===== src/rtl/bcd_serial_calc_pkg.sv =====
// ============================================================================
// Module      : bcd_serial_calc_pkg
// Description : Shared FSM encoding and seven-segment constants for the
//               digit-serial BCD calculator.
// Revision    : 1.0 - initial release
// ============================================================================
`timescale 1ns/1ps
`default_nettype none

package bcd_serial_calc_pkg;

  localparam logic [2:0] ST_IDLE_ENC = 3'd0;
  localparam logic [2:0] ST_LOAD_ENC = 3'd1;
  localparam logic [2:0] ST_ADD_ENC  = 3'd2;
  localparam logic [2:0] ST_FIX_ENC  = 3'd3;
  localparam logic [2:0] ST_DONE_ENC = 3'd4;

  typedef enum logic [2:0] {
    ST_IDLE = ST_IDLE_ENC,
    ST_LOAD = ST_LOAD_ENC,
    ST_ADD  = ST_ADD_ENC,
    ST_FIX  = ST_FIX_ENC,
    ST_DONE = ST_DONE_ENC
  } state_t;

  // Segment order {g,f,e,d,c,b,a}, active high
  localparam logic [6:0] SEG_0    = 7'h3F;
  localparam logic [6:0] SEG_1    = 7'h06;
  localparam logic [6:0] SEG_2    = 7'h5B;
  localparam logic [6:0] SEG_3    = 7'h4F;
  localparam logic [6:0] SEG_4    = 7'h66;
  localparam logic [6:0] SEG_5    = 7'h6D;
  localparam logic [6:0] SEG_6    = 7'h7D;
  localparam logic [6:0] SEG_7    = 7'h07;
  localparam logic [6:0] SEG_8    = 7'h7F;
  localparam logic [6:0] SEG_9    = 7'h6F;
  localparam logic [6:0] SEG_DASH = 7'h40;

endpackage

`default_nettype wire


===== src/rtl/bcd_seg7_dec.sv =====
// ============================================================================
// Module      : bcd_seg7_dec
// Description : Combinational BCD digit to seven-segment pattern decoder.
// Revision    : 1.0 - initial release
// ============================================================================
`timescale 1ns/1ps
`default_nettype none

module bcd_seg7_dec
  import bcd_serial_calc_pkg::*;
(
  input  logic [3:0] bcd,
  output logic [6:0] seg
);

  always_comb begin
    seg = SEG_DASH;
    case (bcd)
      4'd0:    seg = SEG_0;
      4'd1:    seg = SEG_1;
      4'd2:    seg = SEG_2;
      4'd3:    seg = SEG_3;
      4'd4:    seg = SEG_4;
      4'd5:    seg = SEG_5;
      4'd6:    seg = SEG_6;
      4'd7:    seg = SEG_7;
      4'd8:    seg = SEG_8;
      4'd9:    seg = SEG_9;
      default: seg = SEG_DASH;
    endcase
  end

endmodule

`default_nettype wire


===== src/rtl/bcd_serial_calc.sv =====
// ============================================================================
// Module      : bcd_serial_calc
// Description : Digit-serial BCD add/subtract with sign-magnitude result,
//               input digit checking and registered 7-segment outputs.
// Revision    : 1.0 - initial release
// ============================================================================
`timescale 1ns/1ps
`default_nettype none

module bcd_serial_calc
  import bcd_serial_calc_pkg::*;
#(
  parameter int DIGITS = 4
) (
  input  logic                  clk,
  input  logic                  rst_n,
  input  logic                  start,
  input  logic                  mode,
  input  logic [4*DIGITS-1:0]   a,
  input  logic [4*DIGITS-1:0]   b,
  output logic                  busy,
  output logic                  done,
  output logic [4*DIGITS-1:0]   result,
  output logic                  cout,
  output logic                  neg,
  output logic                  err,
  output logic [7*DIGITS-1:0]   seg
);

  localparam int IW = (DIGITS > 1) ? $clog2(DIGITS) : 1;
  localparam int W  = 4 * DIGITS;

  state_t          r_state;
  logic [W-1:0]    r_a;
  logic [W-1:0]    r_b;
  logic            r_mode;
  logic [IW-1:0]   r_idx;
  logic            r_carry;

  logic [3:0]      w_a_dig;
  logic [3:0]      w_b_dig;
  logic [3:0]      w_r_dig;
  logic [3:0]      w_op_a;
  logic [3:0]      w_op_b;
  logic [4:0]      w_sum;
  logic [3:0]      w_digit;
  logic            w_carry;
  logic            w_last;
  logic            w_bad;
  logic [W-1:0]    w_result_nx;
  logic [7*DIGITS-1:0] w_seg;

  // Shared BCD digit adder: ADD uses a_i + b'_i, FIX recomplements r_i
  always_comb begin
    w_a_dig = r_a[{r_idx, 2'b00} +: 4];
    w_b_dig = r_b[{r_idx, 2'b00} +: 4];
    w_r_dig = result[{r_idx, 2'b00} +: 4];
    if (r_state == ST_FIX) begin
      w_op_a = 4'd9 - w_r_dig;
      w_op_b = 4'd0;
    end else begin
      w_op_a = w_a_dig;
      w_op_b = r_mode ? (4'd9 - w_b_dig) : w_b_dig;
    end
    w_sum = {1'b0, w_op_a} + {1'b0, w_op_b} + {4'b0000, r_carry};
    if (w_sum > 5'd9) begin
      w_digit = w_sum[3:0] + 4'd6;
      w_carry = 1'b1;
    end else begin
      w_digit = w_sum[3:0];
      w_carry = 1'b0;
    end
    w_last = (r_idx == IW'(DIGITS - 1));
  end

  always_comb begin
    w_bad = 1'b0;
    for (int k = 0; k < DIGITS; k++) begin
      if ((r_a[4*k +: 4] > 4'd9) || (r_b[4*k +: 4] > 4'd9)) begin
        w_bad = 1'b1;
      end
    end
  end

  // Next-state view of result so seg can be registered alongside done
  always_comb begin
    w_result_nx = result;
    case (r_state)
      ST_LOAD:         w_result_nx = '0;
      ST_ADD, ST_FIX:  w_result_nx[{r_idx, 2'b00} +: 4] = w_digit;
      default:         w_result_nx = result;
    endcase
  end

  generate
    for (genvar g = 0; g < DIGITS; g++) begin : g_seg
      bcd_seg7_dec u_dec (
        .bcd (w_result_nx[4*g +: 4]),
        .seg (w_seg[7*g +: 7])
      );
    end
  endgenerate

  always_ff @(posedge clk or negedge rst_n) begin
    if (!rst_n) begin
      r_state <= ST_IDLE;
      r_a     <= '0;
      r_b     <= '0;
      r_mode  <= 1'b0;
      r_idx   <= '0;
      r_carry <= 1'b0;
      busy    <= 1'b0;
      done    <= 1'b0;
      result  <= '0;
      cout    <= 1'b0;
      neg     <= 1'b0;
      err     <= 1'b0;
      seg     <= {DIGITS{SEG_0}};
    end else begin
      done   <= 1'b0;
      result <= w_result_nx;
      case (r_state)
        ST_IDLE: begin
          if (start) begin
            r_a     <= a;
            r_b     <= b;
            r_mode  <= mode;
            busy    <= 1'b1;
            r_state <= ST_LOAD;
          end
        end
        ST_LOAD: begin
          r_idx   <= '0;
          r_carry <= r_mode;
          cout    <= 1'b0;
          neg     <= 1'b0;
          err     <= w_bad;
          if (w_bad) begin
            busy    <= 1'b0;
            done    <= 1'b1;
            seg     <= w_seg;
            r_state <= ST_DONE;
          end else begin
            r_state <= ST_ADD;
          end
        end
        ST_ADD: begin
          r_idx   <= r_idx + 1'b1;
          r_carry <= w_carry;
          if (w_last) begin
            if (r_mode && !w_carry) begin
              neg     <= 1'b1;
              r_idx   <= '0;
              r_carry <= 1'b1;
              r_state <= ST_FIX;
            end else begin
              cout    <= r_mode ? 1'b0 : w_carry;
              busy    <= 1'b0;
              done    <= 1'b1;
              seg     <= w_seg;
              r_state <= ST_DONE;
            end
          end
        end
        ST_FIX: begin
          r_idx   <= r_idx + 1'b1;
          r_carry <= w_carry;
          if (w_last) begin
            busy    <= 1'b0;
            done    <= 1'b1;
            seg     <= w_seg;
            r_state <= ST_DONE;
          end
        end
        ST_DONE: begin
          r_state <= ST_IDLE;
        end
        default: begin
          r_state <= ST_IDLE;
        end
      endcase
    end
  end

endmodule

`default_nettype wire


===== config.mk =====
export PLATFORM = sky130hd
export DESIGN_NAME = bcd_serial_calc
export DESIGN_NICKNAME = d
export VERILOG_FILES = /design/src/rtl/bcd_serial_calc_pkg.sv /design/src/rtl/bcd_seg7_dec.sv /design/src/rtl/bcd_serial_calc.sv
export SDC_FILE = /design/constraint.sdc
export NUM_CORES = 1
export LEC_CHECK = 0
export CELL_PAD_IN_SITES_DETAIL_PLACEMENT = 1
export CELL_PAD_IN_SITES_GLOBAL_PLACEMENT = 2
export CORE_ASPECT_RATIO = 0.5
export CORE_MARGIN = 4
export CORE_UTILIZATION = 30
export DETAILED_ROUTE_END_ITERATION = 12
export PLACE_DENSITY_LB_ADDON = 0.3
export SETUP_SLACK_MARGIN = 0.5
export SKIP_CTS_REPAIR_TIMING = 1
export SYNTH_ARGS = -nofsm -noshare
export SYNTH_HDL_FRONTEND = slang
export SYNTH_SLANG_ARGS = --single-unit

===== constraint.sdc =====
create_clock -name clk -period 5.9 [get_ports clk]
set_clock_uncertainty 0.1 [all_clocks]
set_input_delay 1.77 -clock clk [delete_from_list [all_inputs] [get_ports clk]]
set_output_delay 1.77 -clock clk [all_outputs]
set_load 0.02 [all_outputs]

==> results of run 1 <==
-- metal layers --
layer  GRT usage [%]  part of all wire [%]  vias to the layer above
li1                -                     -                     2177
met1            25.4                    53                     2315
met2            24.8                    42                       87
met3            3.60                   4.0                       14
met4            3.22                   1.0                        0
met5               0                     0                        -
-- registers in the layout, indices dropped and copies added (netlist names), 2 cells and up --
signal   cells
result      16
r_state      3
seg         28
r_b         16
r_a         16
r_idx        2
-- cells in the mapped netlist, types with 10 or more instances --
cell	n
a21o_1	11
a21oi_1	29
a31oi_1	10
clkbuf_1	10
dfrtp_1	64
dfstp_2	24
ha_1	36
inv_1	32
mux2_2	34
mux4_2	12
nand2_1	53
nand3_1	11
nand4_1	10
nor2_1	33
nor3_1	12
o21ai_0	26
o31ai_1	15
-- cells in the final DEF (no fill, tap or decap), types with 3 or more instances in the layout --
master and count:
mux2i_1 7, a2bb2oi_1 4, a21o_1 11, nor3b_1 3
o21a_2 3, o21ai_0 26, clkinvlp_4 3, ha_1 36
buf_4 14, nand3_1 11, nor3_2 4, a21oi_2 3
dfrtp_1 62, nor3_1 10, o31ai_1 15, nand4_1 10
mux4_2 12, inv_1 32, and3_1 5, clkbuf_16 9
nor2b_1 3, a21oi_1 28, o21a_1 5, a31oi_1 10
inv_2 5, and2_1 3, clkdlybuf4s50_1 83, or3_1 3
nor2_1 33, nand2_1 53, mux2_2 34, o31a_1 3
nand2b_1 4, a22o_1 4, dfstp_2 24, o211ai_1 6
-- worst max-delay path, cell delays in order, from the launching register on --
cell     delay, ns
dfrtp_4       0.54
mux4_2        0.56
inv_1         0.10
ha_1          0.22
mux2_2        0.26
ha_1          0.45
xor2_2        0.26
inv_2         0.11
ha_1          0.26
and2_1        0.21
a21o_1        0.21
nor3_2        0.29
nor3_2        0.13
or3_4         0.40
nand2_1       0.18
ha_1          0.26
inv_1         0.07
o21ai_0       0.08
a21oi_1       0.24
o31ai_1       0.09
-- final cells by class --
| cell class | count | area (um2) |
|---|---|---|
| clock buffer | 12 | 256 |
| clock inverter | 4 | 52.6 |
| inverter | 37 | 139 |
| tap | 259 | 324 |
| multi-input combinational | 400 | 3190 |
| sequential | 88 | 2240 |
| fill | 2061 | 11300 |
| timing repair buffer | 97 | 936 |
-- cells by family after synthesis --
logic type	count (synthesis)	synth area share (%)
AOI/OAI and AO/OA	151	19.6
xor gates and xnor gates	4	0.754
adders and majority gates	38	8.69
buffers and inverters	59	4.39
DFF	88	39.6
muxes	54	13.2
and+or+nand+nor	153	13.8
-- worst max path at each step --
stage / endpoint / cells after the start / startpoint
after floorplan: seg[19] / 22 / r_idx[0]
after global routing: seg[3] / 19 / r_idx[0]
after detailed placement: seg[19] / 20 / r_idx[0]
final: seg[3] / 19 / r_idx[0]
after global placement: seg[19] / 20 / r_idx[0]
after CTS: seg[19] / 20 / r_idx[0]
-- metrics by stage --
stage	util [%]	worst slack, ns	std cells
floorplan	-	0.612	547
CTS	38.5	0.111	896
finish	38.7	0.786	897
detailed placement	36.9	0.124	880
global route	38.7	0.513	897
global placement	36.9	0.394	880
==> flow_summary_export.csv, run 1 <==
group,metric,value,unit
floorplan,initial_core_util,30.6,%
detailed_routing,finalWirelength,17.3,mm
detailed_routing,via_per_inst,5.12,
floorplan,fp.coreArea,18400,um2
cts,cts_buffers,9,
cells_and_area,stdcell_area,7140,um2
floorplan,rows,35,
global_routing,grt_pass1_wl,28.1,mm
cells_and_area,nNetsFinal,707,
yosys,yosysWarnings,0,
min_path,whs_endpoint,"seg[17]",
detailed_routing,drtIter0Drc,254,
critical_path,critPathKind,"flip-flop to flip-flop",
yosys,yosys.area.top_type,"dfrtp_1",
critical_path,reg2reg_from,"r_idx[0]",
cts,cts_root_buf,"clkbuf_16",
cells_and_area,drive_gt1_share,21.6,%
yosys,synth.distinct_cells,74,
place,gp_congestion,0.919,
critical_path,crit_path_start_kind,"flip-flop",
status,status,"complete, no violations",
cells_and_area,area_delta_synth_final,26.5,%
place,placed_cell_area,6790,um2
yosys,yosys_register_bits,88,
critical_path,worstPathRequired,6.07,ns
floorplan,ioPinCount,85,
critical_path,worst_ep_arrival_time,5.29,ns
cts,insertion_delay,0.35,ns
yosys,post_synth.cell_area_avg,10.3,um2
timing,fin_setup_tns,0,ns
cts,htree_num_levels,3,
detailed_routing,routed-via-count,4593,
cts,cts_tree,"yes",
timing,drv_slew,0,
min_path,hold_start,"seg[17]",
yosys,syn_inst,547,
timing,finalSetupViolCount,0,
floorplan,die_w,202,um
place,place_hpwl,13.6,mm
timing,worstMarginPinSlew,0.712,ns
timing,holdWs,0.371,ns
yosys,async_reset_ff_share,100,%
global_routing,grt_max_degree,54,
detailed_routing,wl_per_cell,19.3,um
place,port_buffers,84,
global_routing,gr-total-overflow,0,
global_routing,grt_pass1_vias,4784,
timing,rsz0062_at_grt,"false",
critical_path,reg2regPathDepth,19,
critical_path,r2r_slack,0.79,ns
timing,fin_crit_sh,86.7,%
yosys,yosys-top-cells-area,"dfrtp_1 (28%), dfstp_2 (11%), ha_1 (8.0%), mux2_2 (6.8%), mux4_2 (4.8%)",
cts,cts.sinks,88,
detailed_routing,drtAntennaViolNets,0,
critical_path,cp-end-kind,"flip-flop",
yosys,syn_nets,621,
detailed_routing,drc_errors,0,
global_routing,grt_antenna_before_repair,0,
timing,hold_viol,0,
detailed_routing,first_pass_iters,4,
cts,clk_path_buf_depth,2,
yosys,ys_seq_area_share,39.6,%
critical_path,worst-path-max-fanout,9,
floorplan,die_y,105,um
timing,max_freq,196,MHz
min_path,min_path_cells,2,
floorplan,die_area,21200,um2
cts,clkTransAtPathRegs,0.07,ns
timing,slew-limit-headroom,52.5,%
yosys,synth_edf_count,0,
critical_path,r2r_end,"seg[3]",
global_routing,grt_use_total,16.8,%
yosys,syn_area,5640,um2
job,maxCapViolCount,0,
yosys,ys.flop_type,"dfrtp_1",
yosys,synth_top_area_share,28.4,%
timing,min_period,5.11,ns
min_path,worstHoldPathType,"flip-flop to flip-flop",
cells_and_area,antenna_cells,0,
Power of run 1 is not shown: default switching activity piles up to over one toggle a cycle in this logic, so the estimate is an artifact.
==> run 2, diff against run 1 <==
CORE_ASPECT_RATIO = default   (was 0.5)
==> flow_summary_export.csv, run 2 (synthesis results as in run 1) <==
group,metric,value,unit
place,placed_cell_area,6750,um2
detailed_routing,routed-via-count,4652,
status,status,"complete, no violations",
critical_path,crit_slowest_cell,"dfrtp_4",
timing,finalSetupViolCount,0,
critical_path,crit_path_start_kind,"flip-flop",
timing,rsz0062_at_grt,"false",
floorplan,die_y,145,um
detailed_routing,first_pass_iters,4,
cells_and_area,regMostFlops,"seg",
cells_and_area,final_cell_mix,"clkdlybuf4s50_1 (83), dfrtp_1 (63), nand2_1 (52), ha_1 (35), mux2_2 (34)",
cts,cts_tree,"yes",
floorplan,die_w,145,um
global_routing,grt_antenna_before_repair,0,
cells_and_area,fin_util,39.6,%
cells_and_area,area_delta_synth_final,27.7,%
critical_path,crit_path_max_incr_delay,0.53,ns
floorplan,fp.coreArea,18200,um2
cells_and_area,drive_gt1_share,22.0,%
cells_and_area,largest_reg_flops,28,
critical_path,path_cells,"buf_2, buf_4, mux4_2, a21oi_1, fa_1, inv_1, fa_2, xor2_4, inv_2, ha_1, and2_1, a21oi_2, nand3_2, a21oi_2, nor3_1, a21oi_2, inv_1, ha_1, inv_1, mux2i_1, and2_1, o31ai_2",
floorplan,ioPinCount,85,
detailed_routing,wl_per_cell,19.9,um
critical_path,worstPathRequired,6.07,ns
detailed_routing,drc_errors,0,
place,port_buffers,84,
detailed_routing,drtAntennaViolNets,0,
global_routing,grt_max_degree,59,
critical_path,cp-end-kind,"flip-flop",
timing,max_freq,198,MHz
critical_path,crit_family,"compound AO/OA/AOI/OAI gates",
global_routing,use_met3,2.78,%
floorplan,die_area,21100,um2
timing,hold_viol,0,
global_routing,grt_pass1_wl,27.7,mm
global_routing,grt_busiest_layer,"met2",
timing,slew-limit-headroom,31.7,%
cts,cts_root_buf,"clkbuf_16",
cells_and_area,stdcell_area,7200,um2
timing,fin_crit_sh,85.7,%
cts,insertion_delay,0.35,ns
place,place_hpwl,13.1,mm
global_routing,grt_util_met1,22.1,%
critical_path,worst-path-max-fanout,6,
cts,cts_buffers,9,
global_routing,gr-total-overflow,0,
place,gp_congestion,0.900,
floorplan,rows,49,
global_routing,grt_use_total,16.3,%
cts,clkTransAtPathRegs,0.07,ns
cts,cts.sinks,88,
cts,htree_num_levels,3,
critical_path,worst_ep_arrival_time,5.22,ns
cells_and_area,antenna_cells,0,
timing,worstMarginPinSlew,1.02,ns
detailed_routing,drtIter0Drc,284,
cells_and_area,final_common_cell,"clkdlybuf4s50_1",
detailed_routing,via_per_inst,5.34,
global_routing,met2_usage,27.4,%
global_routing,grt_pass1_vias,4907,
timing,min_period,5.05,ns
min_path,worstHoldPathType,"flip-flop to flip-flop",
critical_path,critPathKind,"flip-flop to flip-flop",
timing,holdWs,0.373,ns
floorplan,initial_core_util,31.0,%
cells_and_area,nNetsFinal,711,
critical_path,worst-path-buf-inv,6,
job,maxCapViolCount,0,
cts,clk_path_buf_depth,2,
timing,drv_slew,0,
timing,fin_setup_tns,0,ns
detailed_routing,finalWirelength,17.3,mm
run 2: area by class of cell:
type                       instances  area, um2
fill                            2010      11000
multi-input combinational        400       3210
sequential                        88       2240
timing repair buffer             101        963
tap                              229        287
clock buffer                      11        243
inverter                          37        139
clock inverter                     5        128
run 2: final timing paths:
path                          start       to  slack [ns]  depth (start not counted)
max                        r_idx[0]  seg[19]        0.85                         22
min                         seg[12]  seg[12]        0.37                          2
max reg2reg                r_idx[0]  seg[19]        0.85                         22
min reg2reg                 seg[12]  seg[12]        0.37                          2
max in group asynchronous     rst_n  seg[11]        3.36                          2
min in group asynchronous     rst_n  r_a[10]        1.39                          1
run 2: metal layers:
metal / part of all wire [%] / routed length (um)
met5: 0 / 0
met1: 46 / 7980
met3: 3.5 / 614
met2: 49 / 8560
met4: 0.96 / 166
run 2: through the flow:
stage          setup WS [ns]  cells
2_1_floorplan          0.612    547
3_3_place_gp           0.542    849
3_5_place_dp           0.372    849
4_1_cts                0.327    865
5_1_grt                0.517    871
6_report               0.845    871
run 2: worst reg2reg max path, stage by stage, from the launching register on:
cell and delay, ns:
dfrtp_4 0.53, buf_2 0.18, buf_4 0.17, mux4_2 0.30, a21oi_1 0.21, fa_1 0.24
inv_1 0.08, fa_2 0.43, xor2_4 0.23, inv_2 0.10, ha_1 0.25, and2_1 0.21
a21oi_2 0.21, nand3_2 0.17, a21oi_2 0.30, nor3_1 0.15, a21oi_2 0.25, inv_1 0.13
ha_1 0.21, inv_1 0.07, mux2i_1 0.06, and2_1 0.19, o31ai_2 0.21
Power of run 2 is left out for the same reason.
==> run 3, diff against run 2 <==
CORE_UTILIZATION = 35   (was 30)
==> flow_summary_export.csv, run 3 (synthesis results as in run 1) <==
group,metric,value,unit
timing,min_period,5.08,ns
cells_and_area,final_cell_mix,"clkdlybuf4s50_1 (83), dfrtp_1 (61), nand2_1 (53), ha_1 (35), mux2_2 (34)",
detailed_routing,drtAntennaViolNets,0,
cells_and_area,largest_reg_flops,28,
global_routing,grt_use_total,19.6,%
timing,fin_ws,0.825,ns
floorplan,die_w,135,um
detailed_routing,drc_errors,0,
cells_and_area,area_delta_synth_final,26.3,%
cells_and_area,final_common_cell,"clkdlybuf4s50_1",
cells_and_area,drive_gt1_share,22.2,%
cells_and_area,ff_latch_area,2240,um2
global_routing,grt_max_degree,46,
timing,fin_crit_sh,86.0,%
critical_path,critPathKind,"flip-flop to flip-flop",
cts,cts_buffers,9,
critical_path,crit_path_start_kind,"flip-flop",
cts,cts_root_buf,"clkbuf_16",
critical_path,r2r_end,"seg[3]",
global_routing,gr-total-overflow,0,
job,maxCapViolCount,0,
timing,drv_slew,0,
timing,fin_setup_tns,0,ns
critical_path,worst-path-max-fanout,7,
critical_path,worstPathRequired,6.06,ns
global_routing,grt_antenna_before_repair,0,
critical_path,crit_path_frequent_cell,"ha_1",
timing,holdWs,0.372,ns
detailed_routing,first_pass_iters,5,
detailed_routing,routed-via-count,4671,
cells_and_area,regMostFlops,"seg",
critical_path,endpoint,"seg[3]",
place,place_ws,0.334,ns
global_routing,grt_pass1_wl,27.9,mm
cells_and_area,nNetsFinal,712,
critical_path,reg2reg_from,"r_idx[0]",
detailed_routing,drtIter0Drc,327,
global_routing,grt_pass1_vias,4888,
place,port_buffers,84,
min_path,worstHoldPathType,"flip-flop to flip-flop",
cts,insertion_delay,0.35,ns
critical_path,reg2regPathDepth,21,
detailed_routing,via_per_inst,5.44,
critical_path,worst_ep_arrival_time,5.24,ns
critical_path,crit_slowest_cell,"dfrtp_4",
timing,worstMarginPinSlew,0.945,ns
cts,htree_num_levels,3,
detailed_routing,finalWirelength,17.3,mm
critical_path,cp-end-kind,"flip-flop",
timing,finalSetupViolCount,0,
cells_and_area,multi_input_area,3190,um2
cells_and_area,antenna_cells,0,
floorplan,rows,46,
floorplan,die_y,135,um
timing,rsz0062_at_grt,"false",
cts,clk_path_buf_depth,2,
place,place_hpwl,13.3,mm
floorplan,initial_core_util,35.6,%
floorplan,ioPinCount,85,
cells_and_area,fillers,1763,
cts,clkTransAtPathRegs,0.07,ns
critical_path,crit_path_max_incr_delay,0.49,ns
cts,cts.sinks,88,
floorplan,fp.coreArea,15800,um2
timing,hold_viol,0,
critical_path,critPathLaunch,"r_idx[0]",
timing,slew-limit-headroom,36.5,%
status,status,"complete, no violations",
timing,max_freq,197,MHz
cts,cts_tree,"yes",
floorplan,die_area,18200,um2
critical_path,r2r_slack,0.82,ns
critical_path,path_cells,"buf_4, mux4_2, inv_1, ha_1, mux2_2, ha_2, xor2_2, inv_2, ha_1, and2_1, a21o_1, nor3_2, nor3_1, buf_4, or3_4, nand2_1, inv_1, ha_1, nand3_1, a21oi_1, o31ai_1",
place,gp_congestion,0.909,
detailed_routing,wl_per_cell,20.2,um
==> run 3: changes by cell type in the layout (fill, tap and decap cells not counted), moves of 2 or more <==
cell | previous run | this run
dfrtp_2 | 0 | 2
nor3_2 | 1 | 3
dfrtp_1 | 63 | 61
bufinv_16 | 4 | 2
buf_4 | 17 | 19
==> run 3: through the flow <==
| step | std cells | cell area, um2 | utilization, % |
|---|---|---|---|
| floorplan | 547 | 5640 | - |
| global placement | 837 | 6740 | 42.6 |
| detailed placement | 837 | 6740 | 42.6 |
| CTS | 853 | 7050 | 44.6 |
| global route | 859 | 7120 | 45.0 |
| finish | 859 | 7120 | 45.0 |
==> run 3: worst min path at each step <==
stage | to | slack (ns) | cells past startpoint | start
after floorplan | r_a[4] | 0.38 | 1 | r_a[4]
after global placement | err | 0.36 | 1 | err
after detailed placement | seg[9] | 0.37 | 2 | seg[9]
after CTS | seg[9] | 0.38 | 2 | seg[9]
after global routing | seg[1] | 0.40 | 2 | seg[1]
final | seg[9] | 0.37 | 2 | seg[9]
==> run 3: area by class of cell <==
| type | instances | area share, % |
|---|---|---|
| tap | 216 | 3.79 |
| timing repair buffer | 102 | 13.7 |
| sequential | 88 | 31.4 |
| clock buffer | 11 | 3.27 |
| inverter | 37 | 1.95 |
| multi-input combinational | 400 | 44.8 |
| clock inverter | 5 | 1.14 |
==> run 3: worst max-delay path: cells and delay by family, from the launching register on <==
family / cells / cell delay (ns)
and+or+nand+nor: 6 / 1.14
xor gates and xnor gates: 1 / 0.22
adders and majority gates: 4 / 1.11
AOI/OAI and AO/OA: 3 / 0.53
DFF: 1 / 0.49
muxes: 2 / 0.75
buffers and inverters: 5 / 0.66
==> run 3: per-layer routing <==
layer	vias up	routed length, um	GRT usage, %
li1	2192	-	-
met1	2396	8140	27.5
met2	75	8470	32.1
met3	8	584	3.46
met4	0	127	4.03
met5	-	0	0
Power of run 3 is left out for the same reason.
